$ cat config.mk
export PLATFORM = sky130hd
export DESIGN_NAME = pipeline_hazard_ctrl
export DESIGN_NICKNAME = d
export VERILOG_FILES = /design/src/rtl/pipeline_hazard_ctrl.sv
export SDC_FILE = /design/constraint.sdc
export NUM_CORES = 1
export LEC_CHECK = 0
export ABC_AREA = 1
export BUFFER_PORTS_ARGS = -buffer_cell sky130_fd_sc_hd__buf_4
export CAP_MARGIN = 20
export CORE_ASPECT_RATIO = 0.8
export CORE_MARGIN = 2
export CORE_UTILIZATION = 51
export CTS_BUF_LIST = sky130_fd_sc_hd__clkbuf_8
export DETAILED_ROUTE_END_ITERATION = 10
export PLACE_DENSITY = 0.8
export SYNTH_ARGS = -nofsm -noshare
export SYNTH_HDL_FRONTEND = slang
export SYNTH_SLANG_ARGS = --single-unit
$ cat constraint.sdc
create_clock -name clk -period 1.7 [get_ports clk]
set_clock_uncertainty 0.05 [all_clocks]
set_input_delay 0.34 -clock clk [delete_from_list [all_inputs] [get_ports clk]]
set_output_delay 0.34 -clock clk [all_outputs]
set_load 0.1 [all_outputs]
$ cat src/rtl/pipeline_hazard_ctrl.sv
// Pipeline hazard/sequencing controller: boot sequencing, load-use, branch/JALR and memory-wait hazards, EX forwarding.
// Optional perf counters under `ifdef HAZARD_PERF_CNT_EN (perf_stall_cnt / perf_flush_cnt ports).
module pipeline_hazard_ctrl #(
  parameter int BOOT_CYCLES = 2,
  parameter int TIMEOUT     = 1024,
  parameter int REG_AW      = 5
) (
  input  logic              clk,
  input  logic              rst_n,
  input  logic [REG_AW-1:0] Rs1D,
  input  logic [REG_AW-1:0] Rs2D,
  input  logic [REG_AW-1:0] Rs1E,
  input  logic [REG_AW-1:0] Rs2E,
  input  logic [REG_AW-1:0] RdE,
  input  logic [REG_AW-1:0] RdM,
  input  logic [REG_AW-1:0] RdW,
  input  logic              RegWriteM,
  input  logic              RegWriteW,
  input  logic              ResultSrcE0,
  input  logic              PCSrcE,
  input  logic              JALRinstrE,
  input  logic              icache_stall,
  input  logic              dcache_stall,
  output logic              pc_en,
  output logic              pc_flush,
  output logic              StallD,
  output logic              StallE,
  output logic              StallM,
  output logic              StallW,
  output logic              FlushD,
  output logic              FlushE,
  output logic [1:0]        ForwardAE,
  output logic [1:0]        ForwardBE,
  output logic              mem_timeout
`ifdef HAZARD_PERF_CNT_EN
  ,
  output logic [31:0]       perf_stall_cnt,
  output logic [31:0]       perf_flush_cnt
`endif
);

  localparam int WDW = $clog2(TIMEOUT + 1);

  typedef enum logic [1:0] {BOOT, RUN, MEM_WAIT} state_t;

  state_t         state, state_nxt;
  logic [3:0]     boot_cnt;
  logic [WDW-1:0] wd_cnt;
  logic           lw_stall, ctrl, mem, boot_done;

  assign lw_stall  = ResultSrcE0 && (RdE != '0) && ((RdE == Rs1D) || (RdE == Rs2D));
  assign ctrl      = PCSrcE | JALRinstrE;
  assign mem       = icache_stall | dcache_stall;
  assign boot_done = (boot_cnt == 4'(BOOT_CYCLES - 1));

  // Forwarding is independent of FSM state; M is newer than W so it wins.
  always_comb begin
    ForwardAE = 2'b00;
    ForwardBE = 2'b00;
    if (RegWriteM && (RdM != '0) && (RdM == Rs1E))      ForwardAE = 2'b10;
    else if (RegWriteW && (RdW != '0) && (RdW == Rs1E)) ForwardAE = 2'b01;
    if (RegWriteM && (RdM != '0) && (RdM == Rs2E))      ForwardBE = 2'b10;
    else if (RegWriteW && (RdW != '0) && (RdW == Rs2E)) ForwardBE = 2'b01;
  end

  always_ff @(posedge clk or negedge rst_n) begin
    if (!rst_n) state <= BOOT;
    else        state <= state_nxt;
  end

  always_comb begin
    state_nxt = state;
    case (state)
      BOOT:     if (boot_done) state_nxt = RUN;
      RUN:      if (mem)       state_nxt = MEM_WAIT;
      MEM_WAIT: if (!mem)      state_nxt = RUN;
      default:                 state_nxt = BOOT;
    endcase
  end

  // RUN and MEM_WAIT share output rules: a redirect held during the freeze
  // is applied in the same cycle memory becomes ready.
  always_comb begin
    pc_en    = 1'b0;
    pc_flush = 1'b0;
    StallD   = 1'b0;
    StallE   = 1'b0;
    StallM   = 1'b0;
    StallW   = 1'b0;
    FlushD   = 1'b0;
    FlushE   = 1'b0;
    case (state)
      RUN, MEM_WAIT: begin
        if (mem) begin
          StallD = 1'b1;
          StallE = 1'b1;
          StallM = 1'b1;
          StallW = 1'b1;
        end else if (ctrl) begin
          pc_en  = 1'b1;
          FlushD = 1'b1;
          FlushE = 1'b1;
        end else if (lw_stall) begin
          StallD = 1'b1;
          FlushE = 1'b1;
        end else begin
          pc_en = 1'b1;
        end
      end
      default: begin
        pc_flush = 1'b1;
        FlushD   = 1'b1;
        FlushE   = 1'b1;
      end
    endcase
  end

  always_ff @(posedge clk or negedge rst_n) begin
    if (!rst_n) begin
      boot_cnt    <= '0;
      wd_cnt      <= '0;
      mem_timeout <= 1'b0;
    end else begin
      case (state)
        BOOT:     boot_cnt <= boot_done ? 4'd0 : boot_cnt + 4'd1;
        RUN:      wd_cnt   <= mem ? WDW'(1) : '0;
        MEM_WAIT: begin
          if (!mem)                       wd_cnt <= '0;
          else if (wd_cnt < WDW'(TIMEOUT)) wd_cnt <= wd_cnt + WDW'(1);
          if (mem && (wd_cnt == WDW'(TIMEOUT))) mem_timeout <= 1'b1;
        end
        default:  wd_cnt <= '0;
      endcase
    end
  end

`ifdef HAZARD_PERF_CNT_EN
  always_ff @(posedge clk or negedge rst_n) begin
    if (!rst_n) begin
      perf_stall_cnt <= '0;
      perf_flush_cnt <= '0;
    end else if (state != BOOT) begin
      if (!pc_en) perf_stall_cnt <= perf_stall_cnt + 32'd1;
      if (FlushD) perf_flush_cnt <= perf_flush_cnt + 32'd1;
    end
  end
`endif

endmodule

==> results of run 1 <==
timing repair:
action                                 CTS
hold buffers                             1
setup endpoints to repair               21
gates resized for setup                 60
endpoints found under the hold margin   18
buffers inserted                         5
pin swaps                               15
Yosys cell counts (2+ instances only):
master | number | share of area
nor4_1 | 3 | 0.012
o21ai_0 | 11 | 0.036
xnor2_1 | 12 | 0.068
nor2_2 | 3 | 0.012
nor3_1 | 8 | 0.026
a21oi_1 | 7 | 0.023
ha_1 | 5 | 0.041
nor2_4 | 2 | 0.015
xor2_1 | 12 | 0.068
nor2_1 | 32 | 0.078
nand3_1 | 11 | 0.036
dfrtp_1 | 18 | 0.29
buf_4 | 2 | 0.0098
nand2_2 | 2 | 0.0081
o21bai_1 | 2 | 0.0098
inv_1 | 40 | 0.098
nand2_1 | 43 | 0.11
nand4_1 | 5 | 0.020
nand3_2 | 2 | 0.013
stage by stage:
stage | std cells | setup TNS, ns | hold WS (ns) | setup WS, ns
after CTS | 342 | -1.97 | 0.414 | -0.286
after detailed placement | 333 | -1.20 | 0.171 | -0.139
after global placement | 333 | -0.900 | 0.170 | -0.150
after floorplan | 225 | -10.95 | -0.00559 | -0.892
routing by layer:
layer,GRT overflow,global-route usage
met4,35,0.892
met5,0,0
met1,0,0.674
met3,0,0.417
met2,28,0.974
logic make-up after synthesis:
logic type | synth area share
simple gates | 0.333
buf+inv | 0.107
compound gates | 0.0888
xor+xnor | 0.137
flops | 0.293
fa+ha+maj | 0.0407
==> flow_metrics.py, run 1 <==
metrics = {
    "status": {
        "stop_stage": "global routing",
        "error_line": "[ERROR GRT-0232] Routing congestion too high. Check the congestion heatmap in the GUI.",
        "status": "aborted with a tool error",
    },
    "clocking": {
        "h-tree-depth": 1,
        "clk_path_buf_depth": 2,
        "cts_num_sinks": 18,
        "cts_root_buffer": "clkbuf_8",
        "cts_buffers": 3,
    },
    "logic_synthesis": {
        "ys_ff_latch": 18,
        "synth_flop_cell": "dfrtp_1",
        "synthArstFlopShare": 1.00,
        "syn_area_per_cell_um2": 6.83,
        "netlist_instances": 225,
        "yosys_warnings": 0,
        "ys_seq_area_frac": 0.293,
        "syn_nets": 274,
        "syn_area_um2": 1540,
        "synth_edf_count": 0,
        "ys_types": 24,
    },
    "die": {
        "die-width_um": 65.4,
        "initial_core_util": 0.547,
        "rows": 17,
        "fp.dieH_um": 53.1,
        "ios": 57,
    },
    "place": {
        "place_area_um2": 2240,
        "io_buffers": 56,
        "gp_congestion": 0.836,
        "dp.final_hpwl_um": 3170,
    },
    "global_routing": {
        "gr-usage-all-layers": 0.712,
        "grt_max_degree": 19,
        "overflow": 63,
    },
    "timing": {
        "grt-worst-endpoint": "StallW",
        "worst-ep-kind": "top-level output",
    },
}
==> run 2, diff against run 1 <==
- CORE_ASPECT_RATIO: 0.8 -> unset
- CORE_UTILIZATION: 51 -> 40
- CTS_BUF_LIST: sky130_fd_sc_hd__clkbuf_8 -> unset
- PLACE_DENSITY: 0.8 -> unset
- PLACE_DENSITY_LB_ADDON: unset -> 0.15
==> run 2 against run 1 <==
Compared with the run above:
- the flow now finishes, with violations (setup timing)
- synthesized cell count unchanged
- synthesized area unchanged
==> flow_metrics.py, run 2 <==
metrics = {
    "status": {
        "status": "complete, but fails checks",
        "violations": "setup timing",
    },
    "logic_synthesis": {
        "synthTopCellsByArea": "dfrtp_1 (29%), nand2_1 (11%), inv_1 (9.8%)",
        "syn_nets": 274,
        "ys_types": 24,
        "synth_top_family_by_area": "simple AND/OR/NAND/NOR gates",
        "syn_area_um2": 1540,
        "synthArstFlopShare": 1.00,
        "synth_edf_count": 0,
        "netlist_instances": 225,
        "synthAdderAreaFrac": 0.0407,
        "ys_ff_latch": 18,
        "yosys.area_share.simple": 0.333,
        "synth_common_cells": "nand2_1 (43), inv_1 (40), nor2_1 (32)",
        "yosysTopAreaCell": "dfrtp_1",
        "synth.most_common_cell": "nand2_1",
        "synth_compound_area_frac": 0.0888,
        "syn_area_per_cell_um2": 6.83,
        "ys_seq_area_frac": 0.293,
        "synth_top_area_frac": 0.293,
        "synth-xor-area-share": 0.137,
        "synth_flop_cell": "dfrtp_1",
        "synth.mux.area_fraction": 0,
        "yosys_warnings": 0,
    },
    "critical_path": {
        "crit_slowest_cell": "dfrtp_1",
        "crit_end": "FlushE",
        "cp_data_required_time_ns": 1.31,
        "cp-start-kind": "flop",
        "critPathKind": "reg2out",
        "cp_cell_sequence": "inv_2 > ha_4 > buf_4 > buf_6 > o21ai_4 > o21bai_4 > buf_12",
        "cp-startpoint": "state[0]",
        "r2r_slack_ns": -0.03,
        "path_max_fanout": 2,
        "r2r_cells": 10,
        "arrival_ns": 1.61,
        "slowest_delay_ns": 0.39,
        "rr_endpoint": "wd_cnt[9]",
        "endpoint_kind": "output pin",
        "r2r-start": "state[1]",
    },
    "timing": {
        "tightest_slew_ns": 0.348,
        "max_freq_mhz": 499,
        "slew_violations": 0,
        "hold_slack_ns": 0.423,
        "fin_crit_ns": 2.00,
        "relSlewSlack": 0.766,
        "fin_crit_sh": 1.18,
        "setup_viol": 18,
        "setup_ws_ns": -0.303,
        "grt_setup_unrepaired": "true",
        "hold_viol_final": 0,
    },
    "clocking": {
        "cts_tree": "yes",
        "cts_root_buffer": "clkbuf_8",
        "clk_path_buf_depth": 2,
        "cts_num_sinks": 18,
        "clk_latency_ns": 0.26,
        "h-tree-depth": 1,
        "clk_pin_slew_ns": 0.07,
        "cts_buffers": 3,
    },
    "place": {
        "dp.final_hpwl_um": 3230,
        "io_buffers": 56,
        "gp_congestion": 0.824,
        "pre_cts_ws_ns": -0.282,
        "place_inst": 341,
    },
    "route": {
        "drtPass1Iterations": 4,
        "wl_um": 4880,
        "routed_via_density": 4.78,
        "wire_per_inst_um": 13.3,
        "drc_errors": 0,
        "num_vias": 1748,
        "drtIter0Drc": 79,
        "postRouteAntennaNets": 0,
    },
    "power": {
        "p_comb_frac": 0.811,
        "p_clk_frac": 0.077,
        "switchingPower_mw": 2.34,
        "leakage_nw": 1.41,
        "power_mw": 4.65,
        "power_density_nw_per_um2": 1660,
        "vdd_ir_drop_max_uv": 1840,
        "p_sw_frac": 0.504,
        "internal_power_mw": 2.31,
        "power_frac_seq": 0.111,
    },
    "global_routing": {
        "grt_pass1_wl_um": 7080,
        "gr-usage-all-layers": 0.211,
        "grt_max_degree": 19,
        "overflow": 0,
        "antenna_found_initial": 0,
        "first_global_vias": 1718,
    },
    "die": {
        "coreArea_um2": 3690,
        "die-width_um": 66.0,
        "dieArea_um2": 4350,
        "ios": 57,
        "rows": 22,
        "fp.dieH_um": 66.0,
        "initial_core_util": 0.417,
    },
    "cells_and_area": {
        "postLayoutCoreUtil": 0.759,
        "final-seq-area_um2": 450,
        "multi_input_area_um2": 1210,
        "drive_gt1_frac": 0.450,
        "antenna_cells": 0,
        "instances_no_fill": 366,
        "final_cell_mix": "buf_4 (63), nand2_1 (42), inv_1 (35), nor2_1 (24), dfrtp_1 (18)",
        "final_common_cell": "buf_4",
        "nets": 368,
        "largest_reg_flops": 11,
        "fillers": 271,
        "top_register": "wd_cnt",
        "syn2layout_area_growth_pct": 82.2,
        "top_regs": "wd_cnt (11), boot_cnt (4), state (2)",
    },
    "min_path": {
        "hp-class": "in2async",
    },
    "flow_run": {
        "maxCapViolations": 0,
    },
}
run 2: critical path: cells and delay by family (launching register included):
kind            cells  cell delay, ns
flops               1            0.39
buf+inv             4            0.52
compound gates      2            0.22
fa+ha+maj           1            0.21
run 2: layer usage:
metal | track usage | up-vias | wire length (um)
met5 | 0 | - | 0
met4 | 0.0842 | 0 | 97
met3 | 0.0477 | 7 | 287
met2 | 0.408 | 52 | 2680
met1 | 0.217 | 806 | 1810
li1 | - | 883 | -
run 2: per-stage QoR:
| step | area (um^2) | setup TNS, ns |
|---|---|---|
| 6_report | 2800 | -2.35 |
| 5_1_grt | 2800 | -3.97 |
| 4_1_cts | 2570 | -2.16 |
| 3_5_place_dp | 2240 | -1.76 |
| 3_3_place_gp | 2240 | -1.25 |
| 2_1_floorplan | 1700 | -10.95 |
run 2: power groups by stage:
stage                     sequential (mW)  combinational, mW  clock (mW)
after floorplan                     0.519               2.02           0
after global placement              0.522               2.50           0
after detailed placement            0.525               2.51           0
after CTS                           0.519               3.25       0.369
after global routing                0.522               3.97       0.378
final                               0.519               3.78       0.359
run 2: worst min-delay path by stage:
stage          cells after the start     endpoint         from
2_1_floorplan                      0  boot_cnt[0]        rst_n
3_3_place_gp                       1  boot_cnt[3]        rst_n
3_5_place_dp                       1  boot_cnt[3]        rst_n
4_1_cts                            1  mem_timeout  mem_timeout
5_1_grt                            2  boot_cnt[3]        rst_n
6_report                           2  boot_cnt[3]        rst_n
run 2: area by class of cell:
cell class                 count  area share
sequential                    18       0.161
timing repair buffer          91       0.310
clock buffer                   4      0.0197
tap                           48      0.0215
inverter                      40      0.0559
multi-input combinational    165       0.432
run 2: cells by family (layout without fill, tap and decap cells):
| kind of cell | Yosys count | after routing |
|---|---|---|
| compound gates | 24 | 24 |
| buf+inv | 42 | 135 |
| flops | 18 | 18 |
| xor+xnor | 24 | 24 |
| fa+ha+maj | 5 | 5 |
| simple gates | 112 | 112 |
run 2: timing repair:
action,4_1_cts,5_1_grt
resized for setup,51,32
setup buffers,7,14
hold buffers,1,0
setup endpoints to repair,21,24
endpoints found under the hold margin,18,0
pin swaps,13,17
Note: power is estimated with default switching activity, not from simulation.
